===== src/rtl/barrel_shift_pipe.sv =====
// Purpose : pipelined barrel shifter/rotator (SLL, SRL, ROL, ROR, SRA) with a sideband tag.
// Latency : LAT = $clog2(WIDTH)+2 cycles (input reversal, one level per amount bit, output reversal).
// Backpr. : whole-pipe stall; in_ready = !out_valid | out_ready; every stage holds, bubbles too.
//
// Ports: clk / rst_n (async, active-low); in_valid/in_ready/in_data/in_amt/in_op/in_tag upstream;
//        out_valid/out_ready/out_data/out_tag downstream; out_zero/out_cout only when the
//        BSHIFT_FLAGS_EN macro is defined (result == 0, last bit shifted out).
// in_op: 000 SLL, 001 SRL, 010 ROL, 011 ROR, 1xx SRA.
module barrel_shift_pipe #(
    parameter int WIDTH = 32,
    parameter int TAG_W = 4
) (
    input  logic                     clk,
    input  logic                     rst_n,
    input  logic                     in_valid,
    output logic                     in_ready,
    input  logic [WIDTH-1:0]         in_data,
    input  logic [$clog2(WIDTH)-1:0] in_amt,
    input  logic [2:0]               in_op,
    input  logic [TAG_W-1:0]         in_tag,
    output logic                     out_valid,
    input  logic                     out_ready,
    output logic [WIDTH-1:0]         out_data,
    output logic [TAG_W-1:0]         out_tag
`ifdef BSHIFT_FLAGS_EN
    ,
    output logic                     out_zero,
    output logic                     out_cout
`endif
);

    localparam int SHW = $clog2(WIDTH);
    localparam int LAT = SHW + 2;

    // Core stages 0..SHW: stage 0 is the input reversal register, stage k shifts by 2^(k-1).
    logic [SHW:0]              vld_q, vld_d;
    logic [SHW:0][WIDTH-1:0]   dat_q, dat_d;
    logic [SHW:0][TAG_W-1:0]   tag_q, tag_d;
    logic [SHW:0]              rev_q, rev_d;   // right-type op: reverse again at the output
    // Control only needed by the shift levels, so stage SHW does not carry it.
    logic [SHW-1:0][SHW-1:0]   amt_q, amt_d;
    logic [SHW-1:0]            rot_q, rot_d;   // wrap shifted-out bits back in
    logic [SHW-1:0]            fill_q, fill_d; // vacated-bit value for non-rotate ops

    // Output stage (stage SHW+1).
    logic                      out_vld_q, out_vld_d;
    logic [WIDTH-1:0]          out_dat_q, out_dat_d;
    logic [TAG_W-1:0]          out_tag_q, out_tag_d;
`ifdef BSHIFT_FLAGS_EN
    logic [SHW:0]              cout_q, cout_d;
    logic                      out_zero_q, out_zero_d;
    logic                      out_cout_q, out_cout_d;
`endif

    logic adv;

    function automatic logic [WIDTH-1:0] bitrev(input logic [WIDTH-1:0] x);
        logic [WIDTH-1:0] r;
        for (int i = 0; i < WIDTH; i++) begin
            r[i] = x[WIDTH-1-i];
        end
        return r;
    endfunction

    always_comb begin
        logic [WIDTH-1:0] shl;
        logic [WIDTH-1:0] wrap;
        logic [SHW-1:0]   step;
        logic             take;
        shl  = '0;
        wrap = '0;
        step = '0;
        take = 1'b0;

        adv      = !out_vld_q | out_ready;
        in_ready = adv;

        vld_d     = vld_q;
        dat_d     = dat_q;
        tag_d     = tag_q;
        rev_d     = rev_q;
        amt_d     = amt_q;
        rot_d     = rot_q;
        fill_d    = fill_q;
        out_vld_d = out_vld_q;
        out_dat_d = out_dat_q;
        out_tag_d = out_tag_q;
`ifdef BSHIFT_FLAGS_EN
        cout_d     = cout_q;
        out_zero_d = out_zero_q;
        out_cout_d = out_cout_q;
`endif

        if (adv) begin
            // Stage 0: operand fields are only captured on an actual input transfer.
            vld_d[0] = in_valid;
            if (in_valid) begin
                rev_d[0]  = in_op[2] | in_op[0];
                dat_d[0]  = (in_op[2] | in_op[0]) ? bitrev(in_data) : in_data;
                tag_d[0]  = in_tag;
                amt_d[0]  = in_amt;
                rot_d[0]  = !in_op[2] & in_op[1];
                // Sign fill for SRA; the reversal turns the left-shift LSB fill into MSB fill.
                fill_d[0] = in_op[2] & in_data[WIDTH-1];
`ifdef BSHIFT_FLAGS_EN
                cout_d[0] = 1'b0;
`endif
            end

            // Shift levels: a left-shift-only core; right-type ops were reversed at stage 0.
            for (int k = 1; k <= SHW; k++) begin
                step = SHW'(1) << (k - 1);
                take = (amt_q[k-1] & step) != '0;
                shl  = dat_q[k-1] << (1 << (k - 1));
                if (rot_q[k-1]) begin
                    wrap = dat_q[k-1] >> (WIDTH - (1 << (k - 1)));
                end else begin
                    wrap = fill_q[k-1] ? ~({WIDTH{1'b1}} << (1 << (k - 1))) : '0;
                end
                vld_d[k] = vld_q[k-1];
                tag_d[k] = tag_q[k-1];
                rev_d[k] = rev_q[k-1];
                dat_d[k] = take ? (shl | wrap) : dat_q[k-1];
`ifdef BSHIFT_FLAGS_EN
                // The last active level's outgoing MSB is the overall last bit shifted out.
                cout_d[k] = take ? dat_q[k-1][WIDTH - (1 << (k - 1))] : cout_q[k-1];
`endif
            end
            for (int k = 1; k < SHW; k++) begin
                amt_d[k]  = amt_q[k-1];
                rot_d[k]  = rot_q[k-1];
                fill_d[k] = fill_q[k-1];
            end

            out_vld_d = vld_q[SHW];
            out_dat_d = rev_q[SHW] ? bitrev(dat_q[SHW]) : dat_q[SHW];
            out_tag_d = tag_q[SHW];
`ifdef BSHIFT_FLAGS_EN
            out_zero_d = (out_dat_d == '0);
            out_cout_d = cout_q[SHW];
`else
            // Flag outputs are not built; result path is unchanged.
`endif
        end
    end

    always_ff @(posedge clk or negedge rst_n) begin
        if (!rst_n) begin
            vld_q     <= '0;
            dat_q     <= '0;
            tag_q     <= '0;
            rev_q     <= '0;
            amt_q     <= '0;
            rot_q     <= '0;
            fill_q    <= '0;
            out_vld_q <= 1'b0;
            out_dat_q <= '0;
            out_tag_q <= '0;
`ifdef BSHIFT_FLAGS_EN
            cout_q     <= '0;
            out_zero_q <= 1'b0;
            out_cout_q <= 1'b0;
`endif
        end else begin
            vld_q     <= vld_d;
            dat_q     <= dat_d;
            tag_q     <= tag_d;
            rev_q     <= rev_d;
            amt_q     <= amt_d;
            rot_q     <= rot_d;
            fill_q    <= fill_d;
            out_vld_q <= out_vld_d;
            out_dat_q <= out_dat_d;
            out_tag_q <= out_tag_d;
`ifdef BSHIFT_FLAGS_EN
            cout_q     <= cout_d;
            out_zero_q <= out_zero_d;
            out_cout_q <= out_cout_d;
`endif
        end
    end

    assign out_valid = out_vld_q;
    assign out_data  = out_dat_q;
    assign out_tag   = out_tag_q;
`ifdef BSHIFT_FLAGS_EN
    assign out_zero  = out_zero_q;
    assign out_cout  = out_cout_q;
`endif

    // Keeps LAT visible as the documented latency of this block.
    logic [7:0] lat_unused;
    assign lat_unused = 8'(LAT);

endmodule


===== config.mk =====
export PLATFORM = sky130hd
export DESIGN_NAME = barrel_shift_pipe
export DESIGN_NICKNAME = d
export VERILOG_FILES = /design/src/rtl/barrel_shift_pipe.sv
export SDC_FILE = /design/constraint.sdc
export NUM_CORES = 1
export LEC_CHECK = 0
export BUFFER_PORTS_ARGS = -buffer_cell sky130_fd_sc_hd__buf_2
export CAP_MARGIN = 5
export CORE_ASPECT_RATIO = 0.6
export CORE_MARGIN = 8
export CORE_UTILIZATION = 25
export CTS_BUF_LIST = sky130_fd_sc_hd__clkbuf_2
export DETAILED_ROUTE_END_ITERATION = 7
export MAX_ROUTING_LAYER = met4
export SLEW_MARGIN = 20
export SYNTH_ARGS = -nofsm -noshare
export SYNTH_HDL_FRONTEND = slang
export SYNTH_SLANG_ARGS = --single-unit

===== constraint.sdc =====
create_clock -name clk -period 3.6 [get_ports clk]
set_clock_uncertainty 0.1 [all_clocks]
set_input_delay 0 -clock clk [delete_from_list [all_inputs] [get_ports clk]]
set_output_delay 0 -clock clk [all_outputs]
set_load 0.03 [all_outputs]

## Yosys cells after proc, flatten, opt, wreduce, memory -nomap -nowiden

Index checks and enable logic that the tools add are counted.
W data, S select, Z words.

| word-level totals | value |
|---|---|
| flip-flop bits (word level) | 300 |
| output and inout bits | 38 |
| word-level logic and storage cells | 61 |

| operators by class | value |
|---|---|
| multiplexer cells | 22 |
| bitwise gates (word level) | 9 |
| reductions and logical operators | 3 |

Operator list:

| cell | number |
|---|---|
| $mux W32 | 12 |
| $or A32 B32 Y32 | 5 |
| $mux W16 | 2 |
| $mux W8 | 2 |
| $mux W4 | 2 |
| $mux W2 | 2 |
| $and A1 B1 Y1 | 2 |
| $logic_not A1 Y1 | 2 |
| $mux W1 | 2 |
| $or A1 B1 Y1 | 2 |
| $reduce_and A2 Y1 | 1 |

## Longest topological paths before layout

Gate-level depths: netlist of the first run.

| logic depth | value |
|---|---|
| depth in word-level cells | 5 |
| mapped depth | 7 |
| gate-level depth less buffers | 4 |

## Worst setup path after synthesis of the first run

OpenSTA, ideal clock, no wires.

| timing path | value |
|---|---|
| kind | reg-to-reg |
| start point | register out_vld_q, in the netlist out_valid |
| end point | register tag_q[1] (netlist name) |
| library setup time | 0.125 ns |
| data arrival time | 1.516 ns |
| data required time | 3.375 ns |
| path slack | 1.859 ns |
| stages on the path, launching flop included | 7 |
| period minus slack after synthesis | 1.741 ns |
| cell sequence | dfrtp_1 -> nor2b_4 -> inv_2 -> and2_1 -> buf_4 -> buf_6 -> mux2_4 |

| on the way | value |
|---|---|
| cells in the longest elaborated chain, start to end | 3 |

RTL lines:

| what | line | RTL |
|---|---|---|
| start: declaration | 46 | `logic out_vld_q, out_vld_d;` |
| start signal: assignment | 172 | `out_vld_q <= out_vld_d;` |
| $logic_not A1 Y1 | 75 | `adv = !out_vld_q \| out_ready;` |
| $or A1 B1 Y1 | 75 |  |
| $reduce_and A2 Y1 (no line) | - |  |
| end signal: assignment | 167 | `tag_q <= tag_d;` |
| end: declaration | 38 | `logic [SHW:0][TAG_W-1:0] tag_q, tag_d;` |

No other way between the ends.
A chain may end at the register's enable or synchronous reset.

## Final worst setup path of the first run

| timing path | value |
|---|---|
| start point | register out_vld_q, in the netlist out_valid |
| end point | output in_ready |

| on the way | value |
|---|---|
| cells in the longest elaborated chain, start to end | 2 |

RTL lines:

| what | line | RTL |
|---|---|---|
| $logic_not A1 Y1 | 75 |  |
| $or A1 B1 Y1 | 75 |  |
| end: declaration | 16 | `output logic in_ready,` |

No other way between the ends.

==> results.cfg, run 1 <==
[outcome]
status = finished, final reports clean

[pwr]
part_of_the_total_power_dissipated_in_the_clock_network_pct = 15.9
static-leakage-power_uw = 0.00721
net_switching_power_figure_uw = 5390
power_per_cell_area_nw_per_um2 = 809
ir_worst_vdd_mv = 0.282
internal_power_uw = 7580
switching_fraction_of_total_power_pct = 41.5
comb_power_share_pct = 36.5
power_frac_seq_pct = 47.6

[place]
io_buffers = 85
post-place-ws_ns = 1.32
hpwl_after_detailed_placement_um = 21000
finalWeightedCongestion = 0.805

[worst_setup_path]
worstSetupStartpoint = out_valid$_DFFE_PN0P_
critPathMaxStageDelay_ns = 0.66
worst_path_cell_chain = nor2b_4 > clkinv_2 > buf_4 > buf_4 > buf_2
r2r-end = dat_q[26]$_DFFE_PN0P_
worst_setup_path_start_kind = register
timing.critical_path.to_type = output pin
reg2reg_depth = 7
worstPathMaxFanout = 61
timing_worst_setup_path_type = reg -> out
critical_path_depth = 5
required_ns = 3.50
regToRegStartpoint = out_valid$_DFFE_PN0P_
crit_arrival_ns = 2.92
setup.worst_path.end = in_ready
timing.critical_path.buf_inv = 4
critPathMostFrequentCell = buf_4
critical-path-slowest-cell = buf_4
reg2reg_slack_ns = 0.77
path_delay_family = buffers and inverters

[grt]
antenna_found_initial = 0
grt_first_pass_wirelength_um = 54400
met1_usage_pct = 16.3
grtUsageTotal_pct = 11.4
global_route_total_overflow = 0
vias_in_the_first_global_route = 10100
met3_usage_pct = 2.79
grt_most_used_layer = met1
use_met2_pct = 15.9
grt_start_max_net_pins = 220

[clocking]
cts.repair.resized = 0
clock-sinks = 290
cts_made_buffers = 68
worst_setup_hold_path_clk_slew_ns = 0.11
tritoncts = built
cts-htree-levels = 3
clock_tree.buffer_depth = 3
clk-insertion-delay-late_ns = 0.87
cts_setup_buffers = 0
clockRootBuffer = clkbuf_2

[floorplan]
die_width_um = 310
fp.dieH_um = 192
floorplan.die_area_um2 = 59700
start_util_pct = 25.4
rows = 64
ioPinCount = 86
core_um2 = 51100

[final_layout]
synthToLayoutAreaGrowth_pct = 23.5
design.final.nets = 1571
utilization_pct = 31.4
final_layout_size_suffix_gt1_share_pct = 14.1

[sta]
finalHoldViolations = 0
final.setup.tns_ns = 0
max_slew.worst_pin.slew_ns = 1.00
post-route-period-util_pct = 84.0
relSlewSlack_pct = 33.1
fmax_mhz = 331
grt_setup_unrepaired = false
layout_setup_ws_ns = 0.578
layout_min_cycle_time_ns = 3.02
slew_viol_final = 0
setup_viol = 0

[synth]
mappedNetlistNets = 1351
ys_warns = 0
synth-seq-area-share_pct = 55.9
ys_seq_elements = 290
synth.distinct_cells = 24
avgSynthCellArea_um2 = 9.96
post_synth_instance_area_um2 = 13000
post_synth_inst_count = 1303

[hold_path]
hp-class = in -> reg
hold_depth = 4

[route]
finalWirelength_um = 32900
detailedRoute.firstIterationViolations = 783
drc_errors = 0
first_pass_iters = 5
routed-via-count = 10000
drt-wirelength-per-cell_um = 14.7
vias_per_cell = 4.47
antenna_violation_net_count_after_detailed_routing = 0

[flow_run]
cap_viol_max_count = 0
==> power by group through the flow <==
stage | combinational (µW) | clock, µW | sequential [µW]
after floorplan | 3210 | 0 | 6000
after global placement | 4410 | 0 | 6170
after detailed placement | 4530 | 0 | 6230
after CTS | 4800 | 2170 | 6160
after global routing | 5380 | 2320 | 6370
final | 4730 | 2070 | 6170
==> sequential cells by signal, summed over array words and instances (netlist names) <==
name,count
out_valid,1
tag_q,24
rot_q,5
fill_q,5
vld_q,6
out_tag,4
out_data,32
rev_q,6
dat_q,192
amt_q,15
==> cell usage in the layout, fill, tap and decap left out, types with 2 or more instances in the layout <==
master | Yosys | layout
a21oi_1 | 56 | 56
o21ai_0 | 220 | 220
clkinv_1 | 0 | 6
nand2_1 | 376 | 376
a21oi_2 | 10 | 10
dfrtp_1 | 290 | 290
dlygate4sd3_1 | 0 | 147
and3_1 | 30 | 30
clkbuf_2 | 0 | 88
buf_2 | 53 | 84
a21o_1 | 2 | 2
buf_12 | 0 | 4
mux2i_1 | 195 | 195
mux2_2 | 8 | 8
mux2_4 | 2 | 2
bufinv_16 | 0 | 2
nand2b_1 | 5 | 5
buf_4 | 1 | 12
o21ai_1 | 2 | 2
clkinv_2 | 0 | 2
==> per-layer routing <==
| layer | vias up | part of all wire [%] |
|---|---|---|
| met1 | 4894 | 50 |
| met2 | 206 | 43 |
| li1 | 4883 | - |
| met3 | 58 | 5.3 |
| met5 | - | 0 |
| met4 | 0 | 1.4 |
==> cells by family (layout without fill, tap and decap cells) <==
logic type | after synthesis | after routing | synth area share (%)
compound gates | 291 | 291 | 11.6
flops | 290 | 290 | 55.9
buf+inv | 101 | 350 | 3.69
simple gates | 416 | 416 | 12.8
mux | 205 | 205 | 16.0
other cells | 0 | 1 | 0
==> synthesized netlist by cell type, drive strengths merged <==
cell    count  area, µm²
nand2b      5       31.3
a21oi      66        368
mux2       10        120
buf        58        318
a21o        2       15.0
nand2     376       1410
mux2i     195       1950
o21ai     222       1110
dfrtp     290       7260
and2        1       6.26
inv         2       7.50
nor2        2       10.0
nor2b       2       20.0
and3       30        188
a211oi      1       7.51
clkbuf     41        154
==> metrics by stage <==
step / power, µW / std cells / hold slack, ns / area, µm²
2_1_floorplan: 9210 / 1303 / -0.396 / 13000
3_3_place_gp: 10600 / 1997 / -0.0876 / 14000
3_5_place_dp: 10800 / 1998 / -0.0922 / 14000
4_1_cts: 13100 / 2245 / 0.0895 / 16000
5_1_grt: 14100 / 2245 / 0.0370 / 16000
6_report: 13000 / 2246 / 0.0493 / 16000
==> worst register-to-register path, stage by stage, from the launching register on <==
cell	delay, ns
dfrtp_1	0.40
nor2b_4	0.15
clkinv_2	0.05
buf_4	0.47
buf_4	0.67
a21oi_1	0.20
a21oi_2	0.15
dlygate4sd3_1	0.57
==> final cells by class <==
cell class | count | area [µm²]
fillers | 5354 | 35100
repair buffers | 249 | 2100
flip-flops and latches | 290 | 7260
inverters | 2 | 8.76
clock buffers | 88 | 440
multi-input cells | 912 | 5250
clock inverters | 11 | 98.8
well taps | 693 | 867
diodes | 1 | 2.50
==> how the worst min path moves through the flow <==
stage / endpoint / startpoint / slack, ns
global route: rev_q[0]$_DFFE_PN0P_ / in_op[2] / 0.04
finish: rev_q[0]$_DFFE_PN0P_ / in_op[2] / 0.05
global placement: dat_q[14]$_DFFE_PN0P_ / rst_n / -0.09
CTS: dat_q[14]$_DFFE_PN0P_ / rst_n / 0.09
detailed placement: dat_q[14]$_DFFE_PN0P_ / rst_n / -0.09
floorplan: amt_q[0]$_DFFE_PN0P_ / rst_n / -0.40
==> repair_timing <==
item                                    4_1_cts  5_1_grt
hold buffers                                148        1
endpoints found under the setup margin        0        2
endpoints found under the hold margin       486        1
(Power assumes the default switching activity.)
==> run 2: changes to the inputs <==
ABC_AREA = 1   (was default)
clock period = 3.1 ns   (was 3.6 ns; I/O delays follow)
==> run 2 against run 1 <==
Compared with the run above: worst hold slack better by 0.070 ns; clock power is 23% higher; combinational power is 31% higher; global-route usage is 1.2 points higher; sequential share of layout area is 1.8 points lower; largest cell class unchanged.
==> results.cfg, run 2 <==
[hold_path]
hp-class = in -> reg

[synth]
synth_most_common_cell = nand2_1
synthTopCellsByCount = nand2_1 (774), dfrtp_1 (290), nor2_1 (127), a31oi_1 (125), buf_2 (83)
ys_warns = 0
synth_top_flop_cell = dfrtp_1
synth-async-reset-ratio_pct = 100
synth_top_area_cells = dfrtp_1 (56%), nand2_1 (22%), a31oi_1 (6.0%)
netlist.top_cell.by_area = dfrtp_1
ys_seq_elements = 290
mappedNetlistNets = 1697
synth.distinct_cells = 18
post-synth-top-area-fraction_pct = 55.5
synth-edff-count = 0
post_synth_instance_area_um2 = 13100
post_synth_inst_count = 1649
avgSynthCellArea_um2 = 7.92
synth-seq-area-share_pct = 55.5

[clocking]
tritoncts = built
cts-htree-levels = 3
clock-sinks = 290
cts_setup_buffers = 0
worst_setup_hold_path_clk_slew_ns = 0.14
clk-insertion-delay-late_ns = 0.93
clockRootBuffer = clkbuf_2
clock_tree.buffer_depth = 3
cts_made_buffers = 71

[final_layout]
max_reg_flops = 192
design.final.nets = 1965
synthToLayoutAreaGrowth_pct = 27.7
final_layout_size_suffix_gt1_share_pct = 11.0
layout.cells.most_common_list = nand2_1 (773), dfrtp_1 (290), dlygate4sd3_1 (205), nor2_1 (126), a31oi_1 (125)
finalInstanceArea_um2 = 16700
max_flop_register = dat_q
most_common_library_cell_in_the_layout_ignoring_fill_and_taps = nand2_1

[grt]
grt_first_pass_wirelength_um = 61300
antenna_found_initial = 2
vias_in_the_first_global_route = 11800
grtUsageTotal_pct = 12.6
global_route_total_overflow = 0
grt_start_max_net_pins = 119

[worst_setup_path]
worst_setup_path_start_kind = input pin
worstPathMaxFanout = 2
timing_worst_setup_path_type = in -> reg
critPathMaxStageDelay_ns = 0.56
timing.critical_path.to_type = register
crit_arrival_ns = 3.64
required_ns = 3.82
timing.critical_path.buf_inv = 7
worst_path_cell_chain = dlygate4sd3_1 > buf_2 > dlygate4sd3_1 > nand2_1 > dlygate4sd3_1 > nand2_1 > dlygate4sd3_1 > nand2_1 > dlygate4sd3_1 > nand2_1 > dlygate4sd3_1
critical-path-slowest-cell = dlygate4sd3_1
critPathMostFrequentCell = dlygate4sd3_1
path_delay_family = buffers and inverters

[sta]
final.setup.tns_ns = 0
fmax_mhz = 342
relSlewSlack_pct = 34.1
grt_setup_unrepaired = false
layout_min_cycle_time_ns = 2.93
setup_viol = 0
post-route-period-util_pct = 94.4
slew_viol_final = 0
finalHoldViolations = 0
hold-worst-slack_ns = 0.119
max_slew.worst_pin.slew_ns = 0.988

[route]
drt-wirelength-per-cell_um = 13.8
vias_per_cell = 4.50
detailedRoute.firstIterationViolations = 1110
drc_errors = 0
first_pass_iters = 5
routed-via-count = 12000
finalWirelength_um = 36700
antenna_violation_net_count_after_detailed_routing = 0

[pwr]
comb_power_share_pct = 39.3
switching_fraction_of_total_power_pct = 44.3
internal_power_uw = 8780
net_switching_power_figure_uw = 6970
power_per_cell_area_nw_per_um2 = 944
part_of_the_total_power_dissipated_in_the_clock_network_pct = 16.2
ir_worst_vdd_mv = 0.501
power_frac_seq_pct = 44.5
static-leakage-power_uw = 0.00804

[floorplan]
rows = 65
core_um2 = 52100
ioPinCount = 86
floorplan.die_area_um2 = 60100
start_util_pct = 25.1
fp.dieH_um = 193
die_width_um = 311

[place]
io_buffers = 85
detailed_place.area_um2 = 14000
finalWeightedCongestion = 0.832
hpwl_after_detailed_placement_um = 22700

[flow_run]
cap_viol_max_count = 0

[outcome]
status = finished, final reports clean
==> run 2: cell count changes after synthesis, sizes merged, moves of 61 or more <==
cell,delta
nor2,+126
a21oi,-65
a31oi,+125
nand3,+61
o21ai,-142
mux2i,-195
nand2,+399
==> run 2: cells by family (layout without fill, tap and decap cells) <==
logic type / count (synthesis) / count (layout) / synth area share (%)
other: 0 / 2 / 0
AO/OA/AOI/OAI: 223 / 223 / 10.1
flip-flops: 290 / 290 / 55.5
buffers and inverters: 172 / 484 / 6.08
AND/OR/NAND/NOR: 964 / 964 / 28.3
==> run 2: per-stage QoR <==
stage | utilization [%] | worst slack (ns) | cells | total power (µW)
after global routing | 32.0 | 0.0500 | 2666 | 17100
after floorplan | - | 1.73 | 1649 | 11000
after CTS | 32.0 | 0.0192 | 2664 | 15800
after global placement | 26.9 | 1.10 | 2342 | 12700
final | 32.0 | 0.175 | 2666 | 15700
after detailed placement | 26.9 | 1.07 | 2342 | 12800
==> run 2: worst register-to-register path: cells and delay by family, from the launching register on <==
family	cells	cell delay [ns]
flops	1	0.46
simple gates	4	0.78
buf+inv	3	1.46
==> run 2: final cells by class <==
cell class	instances	area (µm²)
Antenna cell	2	5.00
Clock inverter	17	98.8
Clock buffer	100	500
Multi-Input combinational cell	1187	5040
Timing Repair Buffer	308	2690
Inverter	59	226
Sequential cell	290	7260
Tap cell	703	880
Fill cell	5514	35400
==> run 2: timing repair <==
item,in CTS,in global routing
endpoints found under the hold margin,451,0
hold buffers,205,0
gates resized for setup,0,3
endpoints found under the setup margin,0,36
==> run 2: layer usage <==
layer / share of wire [%] / global-route usage (%)
met3: 5.1 / 2.62
met4: 1.4 / 3.72
met5: 0 / -
met2: 43 / 18.3
met1: 51 / 17.7
==> run 2: path summary, 6_finish.rpt <==
kind | slack (ns) | to | from | cells past startpoint
min | 0.12 | tag_q[11]$_DFFE_PN0P_ | out_ready | 6
max | 0.17 | dat_q[6]$_DFFE_PN0P_ | in_data[6] | 11
min reg2reg | 0.34 | tag_q[11]$_DFFE_PN0P_ | tag_q[7]$_DFFE_PN0P_ | 2
min in group asynchronous | 0.25 | dat_q[16]$_DFFE_PN0P_ | rst_n | 3
max in group asynchronous | 1.75 | dat_q[158]$_DFFE_PN0P_ | rst_n | 4
max reg2reg | 0.26 | dat_q[18]$_DFFE_PN0P_ | out_valid$_DFFE_PN0P_ | 7
==> run 2: power by group through the flow <==
stage	sequential [µW]	combinational [µW]	clock [µW]
6_report	7010	6190	2550
5_1_grt	7260	7060	2830
4_1_cts	7000	6200	2630
3_5_place_dp	7080	5760	0
3_3_place_gp	7030	5650	0
2_1_floorplan	7020	4020	0
